===== src/rtl/fifo_burst_reader.sv =====
// Read-side burst master for the systolic-array input FIFO. Drains burst_len words
// through the FIFO read port and re-presents them on a valid/ready stream.
module fifo_burst_reader #(
  parameter int FIFO_DATA_WIDTH = 20,
  parameter int LEN_WIDTH       = 8
) (
  input  logic                       clk,
  input  logic                       rst,
  input  logic                       start,
  input  logic [LEN_WIDTH-1:0]       burst_len,
  output logic                       fifo_readp,
  input  logic                       fifo_emptyp,
  input  logic [FIFO_DATA_WIDTH-1:0] fifo_data_out,
  output logic [FIFO_DATA_WIDTH-1:0] m_data,
  output logic                       m_valid,
  input  logic                       m_ready,
  output logic                       busy,
  output logic                       done,
  output logic [LEN_WIDTH-1:0]       rd_count
);

  typedef enum logic [1:0] {IDLE, RUN, DRAIN} state_t;

  localparam logic [LEN_WIDTH-1:0] ONE = LEN_WIDTH'(1);

  state_t                     state;
  logic [LEN_WIDTH-1:0]       len;
  logic [LEN_WIDTH-1:0]       issued;
  logic                       inflight;
  logic [1:0]                 occ;
  logic [FIFO_DATA_WIDTH-1:0] buf_head;
  logic [FIFO_DATA_WIDTH-1:0] buf_tail;
  logic                       pop;
  logic                       push;
  logic [2:0]                 credit;

  assign m_valid = (occ != 2'd0);
  assign m_data  = buf_head;
  assign busy    = (state != IDLE);
  assign pop     = m_valid && m_ready;
  assign push    = inflight;

  // A read may only issue if the word it returns next cycle is guaranteed a buffer slot.
  assign credit     = {1'b0, occ} + {2'b00, inflight} - {2'b00, pop};
  assign fifo_readp = (state == RUN) && !fifo_emptyp && (issued < len) && (credit < 3'd2);

  always_ff @(posedge clk) begin
    if (rst) begin
      state    <= IDLE;
      len      <= '0;
      issued   <= '0;
      inflight <= 1'b0;
      occ      <= 2'd0;
      buf_head <= '0;
      buf_tail <= '0;
      done     <= 1'b0;
      rd_count <= '0;
    end else begin
      done     <= 1'b0;
      inflight <= fifo_readp;

      assert (!(push && !pop && occ == 2'd2));

      // Word returned by the FIFO lands behind whatever survives this cycle's pop.
      unique case ({push, pop})
        2'b10: begin
          if (occ == 2'd0) buf_head <= fifo_data_out;
          else             buf_tail <= fifo_data_out;
          occ <= occ + 2'd1;
        end
        2'b01: begin
          buf_head <= buf_tail;
          occ      <= occ - 2'd1;
        end
        2'b11: begin
          if (occ == 2'd1) begin
            buf_head <= fifo_data_out;
          end else begin
            buf_head <= buf_tail;
            buf_tail <= fifo_data_out;
          end
        end
        default: ;
      endcase

      if (fifo_readp) issued <= issued + ONE;
      if (pop)        rd_count <= rd_count + ONE;

      unique case (state)
        IDLE: begin
          if (start) begin
            rd_count <= '0;
            if (burst_len != '0) begin
              len    <= burst_len;
              issued <= '0;
              state  <= RUN;
            end else begin
              done <= 1'b1;
            end
          end
        end
        RUN: begin
          if (fifo_readp && (issued + ONE == len)) state <= DRAIN;
        end
        DRAIN: begin
          if (pop && (rd_count + ONE == len)) begin
            done  <= 1'b1;
            state <= IDLE;
          end
        end
        default: state <= IDLE;
      endcase
    end
  end

endmodule


===== config.mk =====
export PLATFORM = sky130hd
export DESIGN_NAME = fifo_burst_reader
export DESIGN_NICKNAME = d
export VERILOG_FILES = /design/src/rtl/fifo_burst_reader.sv
export SDC_FILE = /design/constraint.sdc
export NUM_CORES = 1
export LEC_CHECK = 0
export BUFFER_PORTS_ARGS = -buffer_cell sky130_fd_sc_hd__buf_2
export CORE_MARGIN = 3
export CORE_UTILIZATION = 35
export CTS_BUF_LIST = sky130_fd_sc_hd__clkbuf_2
export CTS_CLUSTER_SIZE = 28
export DETAILED_ROUTE_END_ITERATION = 10
export PLACE_DENSITY_LB_ADDON = 0.1
export SKIP_CTS_REPAIR_TIMING = 1
export SYNTH_ARGS = -nofsm -noshare
export SYNTH_HDL_FRONTEND = slang
export SYNTH_SLANG_ARGS = --single-unit

===== constraint.sdc =====
create_clock -name clk -period 8.48 [get_ports clk]
set_input_delay 0 -clock clk [delete_from_list [all_inputs] [get_ports clk]]
set_output_delay 0 -clock clk [all_outputs]
set_load 0.01 [all_outputs]

==> metrics, run 1 <==
hpwl dp=5957 um; FF/Latch Area=1401 um2; relative slew slack=31.33%; drt wl/cell=~14 um; Die X=106.1 um; H-tree lvl count=3; Seq/Total Area, Yosys=39.96%; Fin Setup TNS=0 ns; global route overflow=0; Nets=529; Detailed Route WL=slightly below 9000 um; Slew @ Worst Pin=1.030 ns; crit-path max FO=12; FF-to-FF Start=occ[0]; critical path class=flip-flop to output pin; DRC viols=0; Synth Area in XOR/XNOR=under 10%; Antenna diodes=0; vias in the first global route=2746; Mapped Area=3507 um2; die outline height=between 100 and 150 um; starting DRC count in detailed routing=128; multi-input combinational cell area=slightly below 2000 um2; CP endpoint kind=output pin; arrival time of the worst setup path=3.51 ns; Final Slew Violations=0; max-capacitance violation count=0; kind of start point of the critical path=flip-flop; Core Area=9503 um2; CTS Root Cell=clkbuf_2; Mapped Avg Cell Area=8.879 um2; Hold Violations, Final=0; most frequent cell after synthesis=nor2_1; worst endpoint required time=8.48 ns; DRT antenna net count=0; # fillers=roughly 980; hold endpoint=rd_count[1]; layout cell share with drive strength beyond 1=about a fifth; Main synth FF type=dfxtp_1; HP Class=input pin to flip-flop; hold path depth=4; top cell type by total area after synthesis=dfxtp_1; R2R Setup Slk=roughly 5.0 ns; largest net degree at the start of global routing=57; RePlAce Congestion=0.8086; Clock Tree Buf Depth=2; Vias per Instance=about 5.0; Leakage=~1.8 nW; Setup Skew=0.01664 ns; clock tree from TritonCTS=yes; fmax=284.9 MHz; Worst R2R End=issued[6]; RSZ-0062 raised after global routing=no; Netlist cell types=45; Worst Reg-to-Reg Cells=12; top post-synthesis cells by count=nor2_1, dfxtp_1, mux2i_1; final setup margin=4.970 ns; Synth Area in Compound Gates=15.91%; PD cells=235.4 nW/um2; P&R area growth vs syn=24.40%; IO Count=65; IO Port Bufs=64; post-synth top area share=39.96%; vias post-DR=3043; fraction of synthesized area in multiplexers=7.991%; maximum vdd drop=127.9 uV; DP Worst Slack=around 5 ns; standard-cell rows=35; Reg clk slew, reported paths=0.19 ns; die area=11260 um2; status=finished clean; Post-synth EDFFs=0; antenna violations before repair=0; Async SR Flop Fraction=0%; Skew-Pair Late Insertion Delay=0.52 ns; CTS sink cnt=70; HP Start=m_ready; final setup vio count=0; Mapped Cells=395; register bit count reported by yosys=70; Period minus WS final=3.510 ns; first-pass GRT wire length=around 14000 um; synth warn=0; Post-Synth Adder-Cell Area=5.565%; main combinational cell family by area after synthesis=simple AND/OR/NAND/NOR gates; Num CTS Buffers=9; synth top area cells=dfxtp_1, mux2i_1, nor2_1; Post-Synth Simple-Gate Area=between 15 and 20%; Synthesized Nets=443; all-layer global routing usage=15.40%; Starting Density=36.91%; drt first pass iters=6; Final period util=about two fifths
## flip-flops by register name, indices dropped and copies added (netlist names)
name,flops
m_data,20
inflight,1
buf_tail,20
rd_count,8
occ,2
issued,8
state,2
done,1
len,8
## where the power goes
group | switching (W) | internal, W | leakage [nW] | total, W
combinational | 0.000231 | 0.000157 | 1.11 | 0.000388
sequential | 0.0000369 | 0.000385 | 0.568 | 0.000422
clock | 0.000118 | 0.0000983 | 0.0796 | 0.000217
total | 0.000386 | 0.000641 | 1.76 | 0.00103
## logic make-up (layout without fill, tap and decap cells)
| logic type | Yosys count | count (layout) |
|---|---|---|
| and+or+nand+nor | 133 | 133 |
| adders and majority gates | 15 | 15 |
| AOI/OAI and AO/OA | 75 | 75 |
| DFF | 70 | 70 |
| xor gates and xnor gates | 33 | 33 |
| buffers and inverters | 41 | 131 |
| muxes | 28 | 28 |
## worst max-delay path, stage by stage (launching register included)
cell and delay, ns:
dfxtp_1 0.43, inv_1 0.08, ha_1 0.23, inv_2 0.08, nand2_1 0.25, nor2_1 0.27, o21ai_0 0.15, fa_1 0.49
nand4_1 0.13, a2111oi_4 0.51, nand2_4 0.14, inv_1 0.09, buf_2 0.13
## per-stage QoR
stage               cell area [um2]  std cells  total power [W]  hold slack [ns]  util (%)
floorplan                      3507        395        0.0006922           0.1472         -
global route                   4363        614         0.001105          0.06495     45.91
detailed placement             3925        568        0.0008150           0.2547     41.30
CTS                            4053        583         0.001036          -0.3346     42.65
global placement               3925        568        0.0008069           0.2527     41.30
finish                         4363        614         0.001027          0.06103     45.91
## cell usage in the layout, fill, tap and decap left out, types with 2 or more instances in the layout
cell	synthesis	final
xor2_1	17	17
clkinv_1	1	2
a211oi_1	22	22
bufinv_16	0	2
and3_1	4	4
buf_2	5	64
o21ai_0	7	7
clkbuf_2	0	11
nand3_1	10	10
a21oi_1	10	9
a22oi_1	23	23
nor2_1	73	72
buf_4	0	2
dfxtp_1	70	70
xnor2_1	16	16
nor3_1	4	4
nand2_1	15	15
ha_1	14	14
or2_2	3	3
dlygate4sd3_1	0	31
a21oi_2	2	3
mux2i_1	28	28
nand2b_1	2	2
nand4_1	5	5
or3_1	5	5
inv_1	16	16
or4_1	3	3
inv_2	2	2
## per-layer routing
metal	global-route usage (%)	up-vias	routed length (um)
li1	-	1559	-
met1	20.03	1418	4200
met2	24.25	57	4017
met3	4.797	9	333
met4	4.995	0	106
met5	0	-	0
## cell type report
class | count | share of cell area (%)
multi-input cells | 284 | 44.82
well taps | 129 | 3.699
clock inverters | 4 | 1.663
repair buffers | 97 | 14.80
inverters | 19 | 1.635
flip-flops and latches | 70 | 32.12
clock buffers | 11 | 1.262
## worst max path at each step
stage | start | end | cells after the start
6_report | occ[0] | fifo_readp | 12
5_1_grt | occ[1] | fifo_readp | 12
4_1_cts | occ[0] | fifo_readp | 12
3_5_place_dp | occ[0] | issued[6] | 12
3_3_place_gp | occ[1] | issued[6] | 12
2_1_floorplan | occ[1] | issued[6] | 13
Power figures use the tool's default switching activity.
==> inputs of run 2 (changes only) <==
==> constraint.sdc (replaced) <==
create_clock -name clk -period 3.6 [get_ports clk]
set_input_delay 0 -clock clk [delete_from_list [all_inputs] [get_ports clk]]
set_output_delay 0 -clock clk [all_outputs]
set_load 0.01 [all_outputs]
==> run 2 against run 1 <==
Wire length decreased by 0.53%. Register-to-register slack got worse by 4.5 ns. First-iteration DRC count increased by 2.3%. Critical endpoint unchanged. Die area unchanged. Final cell count increased by 1.5%. Critical path type unchanged. Setup slack got worse by 4.6 ns. Clock power increased by 120%. Core utilization increased by 0.68 points. Total power increased by 140%. Cell area increased by 1.5%. Clock skew increased by 0.021 ns. Flip-flop and latch count unchanged.
==> metrics, run 2 (synthesis results as in run 1) <==
Antenna diodes=0 (unchanged); DRC viols=0 (unchanged); Cell Area, Placed=3963 um2 (+0.96%); clock tree from TritonCTS=yes; all-layer global routing usage=15.31% (-0.089 points); IO Port Bufs=64 (unchanged); Slew @ Worst Pin=0.7692 ns (-0.2609 ns); vias post-DR=3094 (+1.7%); IO Count=65 (unchanged); RSZ-0062 raised after global routing=no; HP Start=rst; status=finished clean; Starting Density=36.91% (unchanged); PD cells=547.4 nW/um2 (+130%); DRT antenna net count=0 (unchanged); most frequent cells in the layout=nor2_1, dfxtp_1, buf_2; final instance area=4428 um2 (+1.5%); Fin Setup TNS=0 ns (unchanged); P&R area growth vs syn=26.26%; kind of start point of the critical path=flip-flop; Num CTS Buffers=9 (unchanged); Hold Violations, Final=0 (unchanged); final setup vio count=0 (unchanged); H-tree lvl count=3 (unchanged); Vias per Instance=4.966 (+0.21%); Skew-Pair Late Insertion Delay=0.51 ns (about the same); CP endpoint kind=output pin; Final period util=roughly 90%; RePlAce Congestion=0.8068 (-0.22%); Setup Skew=0.03807 ns (+0.02143 ns); die area=11260 um2 (unchanged); hold path depth=3 (-1); Nets=537 (+1.5%); crit-path max FO=10 (-2); hold_ws=0.07200 ns (+0.01097 ns); Core Area=9503 um2 (unchanged); Reg clk slew, reported paths=0.22 ns (+0.03 ns); R2R Setup Slk=0.44 ns (-4.53 ns); Die X=106.1 um (unchanged); fmax=about 310 MHz; drt wl/cell=13.82 um (-2.0%); starting DRC count in detailed routing=131 (+2.3%); hpwl dp=5977 um (+0.34%); Final Slew Violations=0 (unchanged); standard-cell rows=35 (unchanged); first-pass GRT wire length=13920 um (+1.1%); antenna violations before repair=0 (unchanged); die outline height=106.1 um (unchanged); vias in the first global route=2808 (+2.3%); hold endpoint=len[0]; largest net degree at the start of global routing=57 (unchanged); Leakage=1.783 nW (+1.3%); CTS sink cnt=70 (unchanged); Detailed Route WL=8611 um (-0.53%); most common cell after layout, fill and taps aside=nor2_1; CTS Root Cell=clkbuf_2; Period minus WS final=3.253 ns; Worst R2R End=issued[4]; Clock Tree Buf Depth=2 (unchanged); global route overflow=0 (unchanged); critical path class=flip-flop to output pin; arrival time of the worst setup path=3.25 ns (-0.26 ns); FF-to-FF Start=occ[1]; worst endpoint required time=3.60 ns (-4.88 ns); HP Class=input pin to flip-flop; drt first pass iters=4 (-2); layout cell share with drive strength beyond 1=21.46% (+1.5 points); relative slew slack=48.71% (+17 points); maximum vdd drop=401.6 uV (+210%); max-capacitance violation count=0 (unchanged); Worst Reg-to-Reg Cells=15 (+3)
## run 2: per-stage QoR
stage | util, % | worst slack [ns] | total power, W | std cells
after floorplan | - | 0.4063 | 0.001631 | 395
after global placement | 41.70 | 0.5336 | 0.001925 | 573
after detailed placement | 41.70 | 0.4354 | 0.001938 | 573
after CTS | 43.03 | 0.1722 | 0.002433 | 589
after global routing | 46.60 | 0.001871 | 0.002621 | 623
final | 46.60 | 0.3471 | 0.002424 | 623
## run 2: layer usage
| metal | routed length [um] | track usage, % | vias up |
|---|---|---|---|
| li1 | - | - | 1572 |
| met3 | 383 | 4.250 | 4 |
| met2 | 3980 | 24.71 | 61 |
| met1 | 4197 | 20.53 | 1457 |
| met4 | 49 | 3.053 | 0 |
| met5 | 0 | 0 | - |
## run 2: cell type report
class                      instances  area [um2]
fill                             966        5075
multi-input combinational        284        1956
clock buffer                       9       45.04
sequential                        70        1403
inverter                          19       71.32
tap                              129       161.4
clock inverter                     7       81.33
timing repair buffer             105       710.7
## run 2: worst max-delay path: stages (launching register included)
cell	delay [ns]
dfxtp_2	0.38
inv_1	0.10
ha_1	0.20
inv_2	0.06
nand2_1	0.11
buf_4	0.18
inv_2	0.09
nor2_1	0.09
o21ai_0	0.11
fa_1	0.40
xor2_1	0.17
a2111oi_4	0.45
nand2_4	0.08
buf_4	0.17
inv_1	0.07
buf_2	0.13
## run 2: worst max-delay path by stage
stage / from / to / slack, ns / cells past startpoint
2_1_floorplan: occ[1] / issued[6] / 0.41 / 13
3_3_place_gp: occ[1] / issued[6] / 0.53 / 14
3_5_place_dp: occ[1] / issued[6] / 0.44 / 14
4_1_cts: occ[1] / fifo_readp / 0.17 / 15
5_1_grt: occ[1] / fifo_readp / 0.002 / 15
6_report: occ[1] / fifo_readp / 0.35 / 15
## run 2: power breakdown
group,leakage (nW),switching [W],total [W],internal [W]
Sequential,0.568,0.0000919,0.00100,0.000910
Clock,0.0671,0.000316,0.000485,0.000169
Combinational,1.15,0.000540,0.000937,0.000397
